<file path="config.mk">
export PLATFORM = sky130hd
export DESIGN_NAME = fork_join_dispatcher
export DESIGN_NICKNAME = d
export VERILOG_FILES = /design/src/rtl/fork_join_dispatcher.sv
export SDC_FILE = /design/constraint.sdc
export NUM_CORES = 1
export LEC_CHECK = 0
export CORE_MARGIN = 2
export CORE_UTILIZATION = 50
export CTS_CLUSTER_DIAMETER = 200
export DETAILED_ROUTE_END_ITERATION = 8
export GPL_TIMING_DRIVEN = 0
export PLACE_DENSITY = 0.85
export SKIP_CTS_REPAIR_TIMING = 1
export SYNTH_ARGS = -nofsm -noshare
export SYNTH_HDL_FRONTEND = slang
export SYNTH_SLANG_ARGS = --single-unit
</file>
<file path="constraint.sdc">
create_clock -name clk_i -period 4.13 [get_ports clk_i]
set_input_delay 0.826 -clock clk_i [delete_from_list [all_inputs] [get_ports clk_i]]
set_output_delay 0.826 -clock clk_i [all_outputs]
set_load 0.1 [all_outputs]
</file>
<file path="src/rtl/fork_join_dispatcher.sv">
// fork_join_dispatcher
//   Forks one data word per channel to NUM_CH workers over valid/ready links,
//   joins once every channel has handshaken, then waits for one response.
//   A per-phase watchdog aborts a stalled fork or a missing response into a
//   sticky DEADLOCK state that is left only through clear_i.
//
// Ports
//   clk_i, rst_i            clock (rising edge), asynchronous active-high reset
//   start_i, start_data_i   launch a transaction (IDLE only); word i at [i*DATA_W +: DATA_W]
//   busy_o                  high in every state except IDLE
//   ch_valid_o/ch_data_o    per-channel send valid and latched words
//   ch_ready_i              per-channel worker ready
//   rsp_valid_i/rsp_data_i  response handshake and word; rsp_ready_o accepts it
//   done_o                  one-cycle pulse after the response is accepted
//   result_o                last accepted response word
//   deadlock_o              sticky watchdog flag
//   deadlock_phase_o        0 = fork stalled, 1 = response missing
//   stall_mask_o            channels still pending when the fork stalled
//   clear_i                 leave DEADLOCK
module fork_join_dispatcher #(
    parameter int unsigned NUM_CH  = 2,
    parameter int unsigned DATA_W  = 8,
    parameter int unsigned TIMEOUT = 255
) (
    input  logic                       clk_i,
    input  logic                       rst_i,
    input  logic                       start_i,
    input  logic [NUM_CH*DATA_W-1:0]   start_data_i,
    output logic                       busy_o,
    output logic [NUM_CH-1:0]          ch_valid_o,
    output logic [NUM_CH*DATA_W-1:0]   ch_data_o,
    input  logic [NUM_CH-1:0]          ch_ready_i,
    input  logic                       rsp_valid_i,
    input  logic [DATA_W-1:0]          rsp_data_i,
    output logic                       rsp_ready_o,
    output logic                       done_o,
    output logic [DATA_W-1:0]          result_o,
    output logic                       deadlock_o,
    output logic                       deadlock_phase_o,
    output logic [NUM_CH-1:0]          stall_mask_o,
    input  logic                       clear_i
);

    localparam logic [1:0] StIdle     = 2'd0;
    localparam logic [1:0] StFork     = 2'd1;
    localparam logic [1:0] StWaitRsp  = 2'd2;
    localparam logic [1:0] StDeadlock = 2'd3;

    // TIMEOUT = 0 disables the watchdog; keep a 1-bit counter so widths stay legal.
    localparam bit          WdEn   = (TIMEOUT > 0);
    localparam int unsigned CntW   = WdEn ? $clog2(TIMEOUT + 1) : 1;
    localparam logic [CntW-1:0] CntMax = CntW'(WdEn ? TIMEOUT - 1 : 0);

    logic [1:0]               state_q, state_d;
    logic [NUM_CH-1:0]        pending_q, pending_d;
    logic [NUM_CH*DATA_W-1:0] ch_data_q, ch_data_d;
    logic [CntW-1:0]          cnt_q, cnt_d;
    logic                     done_q, done_d;
    logic [DATA_W-1:0]        result_q, result_d;
    logic                     deadlock_q, deadlock_d;
    logic                     phase_q, phase_d;
    logic [NUM_CH-1:0]        mask_q, mask_d;

    logic [NUM_CH-1:0]        fork_hs;
    logic [NUM_CH-1:0]        pending_left;
    logic                     progress;
    logic                     wd_expire;

    assign fork_hs      = pending_q & ch_ready_i;
    assign pending_left = pending_q & ~ch_ready_i;

    // Any handshake in the current phase counts as progress and resets the watchdog.
    assign progress  = ((state_q == StFork) && (|fork_hs)) ||
                       ((state_q == StWaitRsp) && rsp_valid_i);
    // Counter at TIMEOUT-1 means this is the TIMEOUT-th stall cycle.
    assign wd_expire = WdEn && (cnt_q == CntMax) && !progress;

    always_comb begin
        state_d    = state_q;
        pending_d  = pending_q;
        ch_data_d  = ch_data_q;
        cnt_d      = cnt_q;
        done_d     = 1'b0;
        result_d   = result_q;
        deadlock_d = deadlock_q;
        phase_d    = phase_q;
        mask_d     = mask_q;

        unique case (state_q)
            StIdle: begin
                if (start_i) begin
                    ch_data_d = start_data_i;
                    pending_d = '1;
                    cnt_d     = '0;
                    state_d   = StFork;
                end
            end
            StFork: begin
                if (pending_left == '0) begin
                    pending_d = '0;
                    cnt_d     = '0;
                    state_d   = StWaitRsp;
                end else if (wd_expire) begin
                    mask_d     = pending_q;
                    phase_d    = 1'b0;
                    deadlock_d = 1'b1;
                    pending_d  = '0;
                    state_d    = StDeadlock;
                end else begin
                    pending_d = pending_left;
                    if (|fork_hs || !WdEn) begin
                        cnt_d = '0;
                    end else begin
                        cnt_d = cnt_q + CntW'(1);
                    end
                end
            end
            StWaitRsp: begin
                if (rsp_valid_i) begin
                    result_d = rsp_data_i;
                    done_d   = 1'b1;
                    state_d  = StIdle;
                end else if (wd_expire) begin
                    mask_d     = '0;
                    phase_d    = 1'b1;
                    deadlock_d = 1'b1;
                    state_d    = StDeadlock;
                end else if (WdEn) begin
                    cnt_d = cnt_q + CntW'(1);
                end
            end
            StDeadlock: begin
                // clear wins over start; a simultaneous start is dropped.
                if (clear_i) begin
                    deadlock_d = 1'b0;
                    phase_d    = 1'b0;
                    mask_d     = '0;
                    cnt_d      = '0;
                    state_d    = StIdle;
                end
            end
            default: begin
                state_d = StIdle;
            end
        endcase
    end

    always_ff @(posedge clk_i or posedge rst_i) begin
        if (rst_i) begin
            state_q    <= StIdle;
            pending_q  <= '0;
            ch_data_q  <= '0;
            cnt_q      <= '0;
            done_q     <= 1'b0;
            result_q   <= '0;
            deadlock_q <= 1'b0;
            phase_q    <= 1'b0;
            mask_q     <= '0;
        end else begin
            state_q    <= state_d;
            pending_q  <= pending_d;
            ch_data_q  <= ch_data_d;
            cnt_q      <= cnt_d;
            done_q     <= done_d;
            result_q   <= result_d;
            deadlock_q <= deadlock_d;
            phase_q    <= phase_d;
            mask_q     <= mask_d;
        end
    end

    assign busy_o           = (state_q != StIdle);
    assign ch_valid_o       = (state_q == StFork) ? pending_q : '0;
    assign ch_data_o        = ch_data_q;
    assign rsp_ready_o      = (state_q == StWaitRsp);
    assign done_o           = done_q;
    assign result_o         = result_q;
    assign deadlock_o       = deadlock_q;
    assign deadlock_phase_o = phase_q;
    assign stall_mask_o     = mask_q;

endmodule
</file>
==> results by group <==
Synth
  – Portion of the post-synthesis area used by sequential elements: 51.0%
  – Yosys warns: 0
  – Post-synth design cell area: 0.00201 mm²
  – Number of nets produced by synthesis: 214
  – Top cells by area in the synthesized netlist: sky130_fd_sc_hd__dfrtp_1, sky130_fd_sc_hd__mux2_2, sky130_fd_sc_hd__ha_1
  – Fraction of registers with async set/reset: 100%
  – Synthesized instance count: 176
  – Post-synth top cells: sky130_fd_sc_hd__dfrtp_1, sky130_fd_sc_hd__mux2_2, sky130_fd_sc_hd__o21ai_0
  – Yosys reg bits: 41
  – Number of distinct library cell variants in the gate-level netlist after synthesis: 39
  – Fraction of synthesized cell area taken by the top area cell type: 51.0%
  – Primary FF master, synth: sky130_fd_sc_hd__dfrtp_1
  – Synth area leader: sky130_fd_sc_hd__dfrtp_1
  – Most used standard cell by instance count after synthesis: sky130_fd_sc_hd__dfrtp_1
  – Mapped Avg Cell Area: 11.4 µm²
  – Number of enable flip-flop cells after synthesis: 0

Worst setup path
  – Capturing element type of the critical path: output port
  – RR Endpoint: stall_mask_o[0]
  – Worst flop-to-flop path startpoint: state_q[0]
  – CP max stage cell: sky130_fd_sc_hd__clkdlybuf4s50_1
  – Data arrival at the endpoint of the critical path: 2.48 ns
  – Startpoint type of the worst setup path: flop
  – Worst path required time: 3.30 ns
  – Critical-path cell list: inv_1, ha_1, buf_2, and2_1, clkdlybuf4s50_1
  – Largest incremental delay on the critical path: 1.12 ns
  – Origin of the worst setup path: state_q[1]
  – Worst R2R Setup Slack: 1.76 ns
  – Setup Crit Path Kind: flop to output port
  – Max Fanout on Critical Path: 10
  – Depth of the worst register-to-register path: 8

Final layout
  – Number of antenna cells inserted: 0
  – Post-layout net count: 284
  – Layout Area Growth over Synthesis: 40.0%
  – Share of cells above drive strength 1: 17.4%
  – FILL cells: 257

Routing
  – Detailed-route wire length: 4330 µm
  – First-pass detailed-route iteration total: 4
  – Routed wire per std cell: 14.6 µm
  – Number of routed nets with antenna violations: 0
  – Number of design rule violations left after detail routing: 0
  – Count of routing violations after the opening detailed-route iteration: 122
  – Number of vias per cell after detailed routing: 5.35
  – Total vias in the final route: 1588

STA
  – Max transition margin: 33.9%
  – Least setup slack across all paths after layout: 0.822 ns
  – Final Hold Violating Endpoints: 0
  – Tightest Pin Transition: 0.989 ns
  – Clock Skews: 0.00335 ns
  – Max-slew violation count: 0
  – Shortest period the worst path allows: 3.31 ns
  – Sum of negative setup slack: 0 ns
  – Setup repair after global routing missed its margin: false
  – Final period utilization: 80.1%
  – Final setup fails: 0
  – Maximum operating frequency: 302 MHz

Global routing
  – Via count of the first global-routing pass: 1489
  – Met3 Track Usage GR: 6.17%
  – Global-route track usage on met2: 32.3%
  – Sum of overflow across all layers after global routing: 0
  – Antenna violations before repair: 0
  – Met1 Usage GRT: 27.4%
  – Most congested layer reported by global routing: met2
  – First-pass GRT wire length: 7020 µm
  – Largest net degree at the start of global routing: 42
  – GRT Util Overall: 20.7%

Floorplanning
  – Num rows: 23
  – Effective utilization at floorplan: 51.1%
  – Die outline area: 0.00455 mm²
  – Die W: 67.5 µm
  – Core area: 0.00394 mm²
  – Vertical extent of the die: 67.5 µm
  – I/O pins: 64

Clock tree
  – CTS tree: yes
  – Clk sinks: 41
  – Clock slew at reported path FFs: 0.08 ns
  – Clock insertion delay at the later pin of the skew report: 0.29 ns
  – Clock Root Buffer: sky130_fd_sc_hd__clkbuf_8
  – H-tree depth: 2
  – Cts bufs inserted: 5
  – Max Root-Sink Buffers: 2

Min path
  – Min-delay src: result_o[3]
  – Hold-critical path endpoint: result_o[3]
  – Number of cells traversed by the worst hold path: 1
  – Class of the worst hold path: flop to flop

Run status
  – Result of the run: completed

Placed design
  – Placement-stage worst setup slack: 1.14 ns
  – Half-perimeter wire length after detailed placement: 3240 µm
  – Placer Congestion: 0.841
  – Number of input and output port buffers inserted: 63

Run
  – Reported max-cap violation count: 0
## sequential cells by signal, summed over array words and instances, names as in the netlist
name,cells
result_o,8
stall_mask_o,2
cnt_q,8
deadlock_o,1
ch_data_o,16
pending_q,2
state_q,2
deadlock_phase_o,1
done_o,1
## cells by family (layout without fill, tap and decap cells)
kind of cell	after synthesis	count (layout)	synth area share, %
muxes	26	26	14.5
and+or+nand+nor	50	50	14.0
buffers and inverters	14	85	3.17
DFF	41	41	51.0
adders and majority gates	7	7	4.35
AOI/OAI and AO/OA	38	38	13.0
## cell usage in the layout (no fill, tap or decap), types with 3 or more instances in the layout
master	instances
sky130_fd_sc_hd__a211oi_1	3
sky130_fd_sc_hd__a21oi_1	8
sky130_fd_sc_hd__and2_1	3
sky130_fd_sc_hd__buf_2	3
sky130_fd_sc_hd__clkbuf_8	5
sky130_fd_sc_hd__clkdlybuf4s50_1	63
sky130_fd_sc_hd__dfrtp_1	41
sky130_fd_sc_hd__ha_1	7
sky130_fd_sc_hd__inv_1	8
sky130_fd_sc_hd__mux2_2	26
sky130_fd_sc_hd__nand2_1	8
sky130_fd_sc_hd__nand2b_1	5
sky130_fd_sc_hd__nand3_1	5
sky130_fd_sc_hd__nor2_1	9
sky130_fd_sc_hd__nor2b_1	4
sky130_fd_sc_hd__nor3_1	3
sky130_fd_sc_hd__o21ai_0	10
sky130_fd_sc_hd__o31ai_1	4
sky130_fd_sc_hd__or4_1	3
## worst max-delay path: cells and delay by family (launching register included)
family	cells	cell delay, ns
adder cells (fa/ha/maj)	1	0.18
buffers and inverters	3	1.44
flip-flops	1	0.41
AND/OR/NAND/NOR	1	0.15
## layer usage
| metal | wire length [µm] | vias up |
|---|---|---|
| li1 | - | 777 |
| met5 | 0 | - |
| met1 | 1910 | 760 |
| met3 | 256 | 7 |
| met2 | 2090 | 44 |
| met4 | 67 | 0 |
## final cells by class
cell class	instances	area, µm²	share of cell area (%)
plain buffers	5	30.0	1.07
flip-flops and latches	41	1030	36.4
repair buffers	63	631	22.4
inverters	9	33.8	1.20
well taps	50	62.6	2.22
clock buffers	6	72.6	2.58
multi-input cells	121	923	32.8
clock inverters	2	38.8	1.38
## worst max-delay path by stage
stage	end	slack, ns
after global routing	ch_valid_o[1]	0.73
after detailed placement	ch_valid_o[1]	1.14
final	ch_valid_o[1]	0.82
after CTS	ch_valid_o[1]	0.81
after global placement	ch_valid_o[1]	1.15
after floorplan	cnt_q[3]	1.45
## stage by stage
| step | util, % | cell area (µm²) | hold WS [ns] | cells |
|---|---|---|---|---|
| 2_1_floorplan | - | 2010 | 0.514 | 176 |
| 3_3_place_gp | 68.6 | 2710 | 0.486 | 289 |
| 3_5_place_dp | 68.6 | 2710 | 0.492 | 289 |
| 4_1_cts | 71.5 | 2820 | 0.511 | 297 |
| 5_1_grt | 71.5 | 2820 | 0.521 | 297 |
| 6_report | 71.5 | 2820 | 0.507 | 297 |
Power is not shown: default switching activity piles up to over one toggle a cycle in this logic, so the estimate is an artifact.
